==> src/rtl/evg_event_arbiter.sv <==
// ---------------------------------------------------------------------------
// evg_event_arbiter
//
// Merges three fire-and-forget event-request streams (sequencer A,
// sequencer B, trigger/software) into one AXI-Stream-style event stream for
// the EVG transmitter.
//
// Each source has a small FIFO. Sources cannot be stalled, so an event that
// arrives at a full FIFO with no pop that cycle is dropped. Each drop
// increments a saturating per-source counter and sets a sticky flag.
//
// The output register pops the highest-priority non-empty FIFO whenever it
// is free to advance. Priority is seqA > seqB > trig. The output register
// only ever loads from FIFO contents, never straight from a source.
//
// Ports
//   evgTxClk, evgTxReset        clock, asynchronous active-high reset
//   evgSeqAEventTDATA/TVALID    sequencer A request (code 0 = null)
//   evgSeqBEventTDATA/TVALID    sequencer B request
//   evgTrigEventTDATA/TVALID    trigger / software request
//   evgEventTDATA/TVALID/TREADY merged output to the transmitter
//   clearDropCounters           strobe: zero drop counters and sticky flags
//   dropCounts                  {trig, seqB, seqA} saturating drop counters
//   dropSticky                  {trig, seqB, seqA} sticky overflow flags
//   fifoOccupancy               {trig, seqB, seqA} post-edge FIFO entry counts
// ---------------------------------------------------------------------------
module evg_event_arbiter #(
    parameter int EVENTCODE_WIDTH    = 8,
    parameter int FIFO_DEPTH         = 4,
    parameter int DROP_COUNTER_WIDTH = 8
) (
    input  logic                                   evgTxClk,
    input  logic                                   evgTxReset,
    input  logic [EVENTCODE_WIDTH-1:0]             evgSeqAEventTDATA,
    input  logic                                   evgSeqAEventTVALID,
    input  logic [EVENTCODE_WIDTH-1:0]             evgSeqBEventTDATA,
    input  logic                                   evgSeqBEventTVALID,
    input  logic [EVENTCODE_WIDTH-1:0]             evgTrigEventTDATA,
    input  logic                                   evgTrigEventTVALID,
    output logic [EVENTCODE_WIDTH-1:0]             evgEventTDATA,
    output logic                                   evgEventTVALID,
    input  logic                                   evgEventTREADY,
    input  logic                                   clearDropCounters,
    output logic [3*DROP_COUNTER_WIDTH-1:0]        dropCounts,
    output logic [2:0]                             dropSticky,
    output logic [3*($clog2(FIFO_DEPTH)+1)-1:0]    fifoOccupancy
);

    localparam int NSRC  = 3;
    localparam int PTR_W = $clog2(FIFO_DEPTH);
    localparam int CNT_W = PTR_W + 1;
    localparam logic [CNT_W-1:0] FULL_CNT = CNT_W'(FIFO_DEPTH);

    function automatic logic [DROP_COUNTER_WIDTH-1:0] satInc(
        input logic [DROP_COUNTER_WIDTH-1:0] value
    );
        return (&value) ? value : value + 1'b1;
    endfunction

    // Source index 0 = seqA, 1 = seqB, 2 = trig; lower index wins.
    logic [EVENTCODE_WIDTH-1:0]    srcData [NSRC];
    logic [NSRC-1:0]               srcValid;

    logic [EVENTCODE_WIDTH-1:0]    fifoMem [NSRC][FIFO_DEPTH];
    logic [PTR_W-1:0]              wrPtr   [NSRC];
    logic [PTR_W-1:0]              rdPtr   [NSRC];
    logic [CNT_W-1:0]              count   [NSRC];
    logic [DROP_COUNTER_WIDTH-1:0] dropCnt [NSRC];
    logic [NSRC-1:0]               sticky;

    logic [NSRC-1:0]               notEmpty;
    logic [NSRC-1:0]               isFull;
    logic [NSRC-1:0]               pop;
    logic [NSRC-1:0]               push;
    logic [NSRC-1:0]               drop;
    logic                          advance;
    logic [EVENTCODE_WIDTH-1:0]    selData;

    always_comb begin
        srcData[0] = evgSeqAEventTDATA;
        srcData[1] = evgSeqBEventTDATA;
        srcData[2] = evgTrigEventTDATA;
        srcValid   = {evgTrigEventTVALID, evgSeqBEventTVALID, evgSeqAEventTVALID};
    end

    assign advance = !evgEventTVALID || evgEventTREADY;

    always_comb begin
        notEmpty = '0;
        isFull   = '0;
        push     = '0;
        drop     = '0;
        for (int i = 0; i < NSRC; i++) begin
            notEmpty[i] = (count[i] != '0);
            isFull[i]   = (count[i] == FULL_CNT);
        end
        // Fixed priority: a lower-priority FIFO pops only when all higher ones are empty.
        pop[0] = advance && notEmpty[0];
        pop[1] = advance && !notEmpty[0] && notEmpty[1];
        pop[2] = advance && !notEmpty[0] && !notEmpty[1] && notEmpty[2];
        // A full FIFO still takes the write when its head leaves on the same edge.
        for (int i = 0; i < NSRC; i++) begin
            if (srcValid[i] && (srcData[i] != '0)) begin
                push[i] = !isFull[i] || pop[i];
                drop[i] = isFull[i] && !pop[i];
            end
        end
    end

    always_comb begin
        selData = fifoMem[2][rdPtr[2]];
        if (notEmpty[1]) selData = fifoMem[1][rdPtr[1]];
        if (notEmpty[0]) selData = fifoMem[0][rdPtr[0]];
    end

    // Storage needs no reset: the pointers and counts define what is valid.
    always_ff @(posedge evgTxClk) begin
        for (int i = 0; i < NSRC; i++) begin
            if (push[i]) fifoMem[i][wrPtr[i]] <= srcData[i];
        end
    end

    // FIFO bookkeeping and drop accounting.
    always_ff @(posedge evgTxClk or posedge evgTxReset) begin
        if (evgTxReset) begin
            for (int i = 0; i < NSRC; i++) begin
                wrPtr[i]   <= '0;
                rdPtr[i]   <= '0;
                count[i]   <= '0;
                dropCnt[i] <= '0;
            end
            sticky <= '0;
        end else begin
            for (int i = 0; i < NSRC; i++) begin
                if (push[i]) wrPtr[i] <= wrPtr[i] + 1'b1;
                if (pop[i])  rdPtr[i] <= rdPtr[i] + 1'b1;
                case ({push[i], pop[i]})
                    2'b10:   count[i] <= count[i] + 1'b1;
                    2'b01:   count[i] <= count[i] - 1'b1;
                    default: count[i] <= count[i];
                endcase
                // Clear takes precedence over a coinciding drop.
                if (clearDropCounters) begin
                    dropCnt[i] <= '0;
                    sticky[i]  <= 1'b0;
                end else if (drop[i]) begin
                    dropCnt[i] <= satInc(dropCnt[i]);
                    sticky[i]  <= 1'b1;
                end
            end
        end
    end

    // Output register stage: loads only from FIFO heads, holds while stalled.
    always_ff @(posedge evgTxClk or posedge evgTxReset) begin
        if (evgTxReset) begin
            evgEventTVALID <= 1'b0;
            evgEventTDATA  <= '0;
        end else if (advance) begin
            if (|notEmpty) begin
                evgEventTVALID <= 1'b1;
                evgEventTDATA  <= selData;
            end else begin
                evgEventTVALID <= 1'b0;
            end
        end
    end

    assign dropCounts    = {dropCnt[2], dropCnt[1], dropCnt[0]};
    assign dropSticky    = sticky;
    assign fifoOccupancy = {count[2], count[1], count[0]};

endmodule

==> config.mk <==
export PLATFORM = sky130hd
export DESIGN_NAME = evg_event_arbiter
export DESIGN_NICKNAME = d
export VERILOG_FILES = /design/src/rtl/evg_event_arbiter.sv
export SDC_FILE = /design/constraint.sdc
export NUM_CORES = 1
export LEC_CHECK = 0
export ABC_AREA = 1
export CAP_MARGIN = 15
export CORE_MARGIN = 10
export CORE_UTILIZATION = 38
export DETAILED_ROUTE_END_ITERATION = 8
export PLACE_DENSITY_LB_ADDON = 0.15
export SLEW_MARGIN = 10
export SYNTH_ARGS = -nofsm -noshare
export SYNTH_HDL_FRONTEND = slang
export SYNTH_SLANG_ARGS = --single-unit
==> constraint.sdc <==
create_clock -name evgTxClk -period 2.5 [get_ports evgTxClk]
set_clock_uncertainty 0.15 [all_clocks]
set_input_delay 0.75 -clock evgTxClk [delete_from_list [all_inputs] [get_ports evgTxClk]]
set_output_delay 0.75 -clock evgTxClk [all_outputs]
set_load 0.005 [all_outputs]
==> impl_metrics.ini <==
[worst_setup_path]
timing.critical_path.fanout_max = 2
worst-path-buf-inv = 3
critical_path.slowest_cell = clkdlybuf4s50_1
worstPathRequired_ns = 2.65
setup.worst_path.class = input port to register
regToRegSetupSlack_ns = 0.25
setup.worst_path.start_class = input port
crit_path_cell_trace = clkdlybuf4s50_1 > nor2_2 > nand4_1 > buf_6 > nand3b_4 > ha_1 > inv_1 > fa_2 > a21oi_2 > o21ai_1 > xor2_1
worst_path_dominant_cell_family = buffers and inverters
timing.critical_path.slowest_cell_delay_ns = 0.44
timing.critical_path.to_type = register
worstPathArrival_ns = 2.58

[flow_run]
max-cap-violations = 0

[synth]
count_of_flip_flops_with_a_built_in_enable_after_synthesis = 96
postSynthCellCount = 742
postSynthNetCount = 794
muxShareOfSynthArea_pct = 0
synthSimpleGateAreaFrac_pct = 24.6
yosysUniqueCellTypes = 37
synth_top_family_by_area = simple AND/OR/NAND/NOR gates
synth_adder_area_share_pct = 3.93
post_synth_xor_area_fraction_pct = 2.54
register_bit_count_reported_by_yosys = 153
yosysWarningCount = 0
seq_area_frac_synth_pct = 59.4
postSynthAreaPerCell_um2 = 9.77
ys_async_sr_fraction_pct = 37.3
synth_compound_area_share_pct = 4.16
dominantRegCellSynth = edfxtp_1
cell_area_after_synthesis_um2 = 7250

[clock_network]
cts-root-buf = clkbuf_16
post-cts-setup-buffers = 0
cts_max_path_buffers = 2
tritoncts_clock_tree = done
h-tree-depth = 4
clock_sinks = 153
cts.clk_slew.worst_paths_ns = 0.06
cts-buffers-inserted = 17
clk-insertion-delay-late_ns = 0.42

[global_route]
track_usage_pct = 14.5
antenna_found_initial = 0
grt.overflow.total = 0
first_global_vias = 5563
grt_start_max_net_pins = 31
wire_length_of_the_first_global_routing_pass_mm = 28.3

[sta]
finalMaxSlewViolations = 0
final_hold_viol_count = 0
timing.final.setup_violations = 0
min_period_over_period_pct = 97.4
timing.slew.headroom_pct = 64.8
finalCriticalPeriod_ns = 2.43
unrepaired_setup_endpoints_after_global_routing = true
worst_slew_pin_slew_ns = 0.527
timing.fmax_mhz = 411
fin_hold_ws_ns = 0.342

[layout]
layout-drive-gt1-share_pct = 16.7
post_layout_nonfiller_instances = 1140
finalNetCount = 945
final_cell_area_um2 = 9360
final_core_util_pct = 49.8
num_antenna_cells = 0
area_growth_from_synthesis_to_layout_pct = 29.0

[die]
die_w_um = 158
die_h_um = 158
die_footprint_um2 = 25000
placement_rows = 50
ioPinCount = 76
floorplan.initialDensity_pct = 38.6
core_um2 = 18800

[power]
power_density_nw_per_um2 = 992
worst_ir_drop_vdd_uv = 492
power_leakage_nw = 4.09
design_power_total_mw = 9.28

[detailed_routing]
drt_iter0_markers = 284
avgRoutedWirePerCell_um = 15.4
route.detailed.vias_per_inst = 4.81
ant_nets = 0
detailroute.via_count = 5485
drcViolationCount = 0
drt_pre_antenna_iters = 4
routed_wire_length_mm = 17.6

[place]
dp.cells = 1108
place_hpwl_mm = 12.7
placed_cell_area_um2 = 8760
io_buffers = 75
gpl.final_weighted_congestion = 0.824

[worst_hold_path]
worst_hold_path_type = register to register

[run_status]
run_status = complete, no violations
==> cells in the final DEF, fill, tap and decap left out, types with 4 or more instances in the layout <==
cell and instances:
ha_1 18, clkbuf_16 17, a21oi_1 12, nand2_2 4, inv_2 12, o21ai_0 36, buf_4 74, dlymetal6s2s_1 5
nor2_1 128, nor3_1 4, xor2_1 18, inv_1 63, nand4_1 11, nand3_1 60, nor2_2 7, edfxtp_1 96
nor2_4 5, dfrtp_1 57, clkinvlp_4 4, nand2_1 158, o21ai_1 8, clkdlybuf4s50_1 68
==> through the flow <==
stage	TNS, ns	worst slack (ns)
2_1_floorplan	0	0.0216
3_3_place_gp	-20.70	-0.541
3_5_place_dp	-22.00	-0.573
4_1_cts	0	0.0123
5_1_grt	-0.0652	-0.0625
6_report	0	0.0652
==> path summary, 6_finish.rpt <==
path / startpoint / to / depth (start not counted)
max in group asynchronous: evgTxReset / evgEventTDATA[2] / 3
min reg2reg: evgEventTDATA[3] / evgEventTDATA[3] / 2
max reg2reg: fifoOccupancy[0] / fifoOccupancy[2] / 11
min in group asynchronous: evgTxReset / dropCounts[0] / 3
min: evgEventTDATA[3] / evgEventTDATA[3] / 2
max: evgSeqAEventTDATA[1] / fifoOccupancy[2] / 11
==> cell usage after synthesis, types with 2 or more instances <==
cell type / instances / share of area [%]
a21oi_1: 13 / 0.90
buf_2: 10 / 0.69
buf_4: 2 / 0.21
clkbuf_1: 4 / 0.21
dfrtp_1: 57 / 20
edfxtp_1: 96 / 40
fa_1: 3 / 0.83
ha_1: 18 / 3.1
inv_1: 64 / 3.3
inv_2: 11 / 0.57
nand2_1: 158 / 8.2
nand2_2: 4 / 0.35
nand2_4: 3 / 0.47
nand3_1: 60 / 4.1
nand3_2: 3 / 0.41
nand4_1: 11 / 0.95
nor2_1: 134 / 6.9
nor2_4: 5 / 0.78
nor2_8: 2 / 0.55
nor3_1: 4 / 0.28
nor3_2: 2 / 0.28
nor3b_1: 2 / 0.21
o21ai_0: 39 / 2.7
o21ai_1: 5 / 0.35
xnor2_1: 3 / 0.36
xor2_1: 18 / 2.2
==> state kept, by name, summed over array words and instances, names as in the netlist <==
signal,count
wrPtr,6
fifoMem,96
evgEventTVALID,1
dropSticky,3
dropCounts,24
fifoOccupancy,9
evgEventTDATA,8
rdPtr,6
==> logic make-up (layout without fill, tap and decap cells) <==
logic type / count (synthesis) / count (layout)
simple gates: 394 / 394
flops: 153 / 153
buf+inv: 95 / 259
compound gates: 58 / 58
fa+ha+maj: 21 / 21
xor+xnor: 21 / 21
==> metal layers <==
layer	wire length [um]	part of all wire [%]	track usage [%]	up-vias
met1	7740	44	17.7	2619
met5	0	0	0	-
met4	197	1.1	4.54	0
met2	8530	48	23.5	123
li1	-	-	-	2729
met3	1120	6.4	4.97	14
==> final cells by class <==
cell class / count / area (um2)
clock inverters: 14 / 124
repair buffers: 150 / 1330
fillers: 1739 / 9410
well taps: 234 / 293
inverters: 77 / 292
clock buffers: 18 / 429
flip-flops and latches: 153 / 4310
multi-input cells: 494 / 2580
==> tightest hold or removal path, cell delays in order, from the launching register on <==
cell,delay (ns)
dfrtp_1,0.35
nand2_1,0.06
nand2_1,0.05
==> power breakdown <==
group          switching [mW]  leakage (nW)  internal, mW
combinational            1.85          2.22          1.34
clock                    1.03         0.260          1.37
sequential              0.387          1.60          3.30
total                    3.27          4.09          6.02
==> what timing repair did <==
action                                  in CTS  in global routing
endpoints found under the setup margin       3                  4
pin swaps                                    4                  9
hold buffers                                 0                  0
resized for setup                            8                 13
No activity file was read; power rests on OpenSTA's default activity.
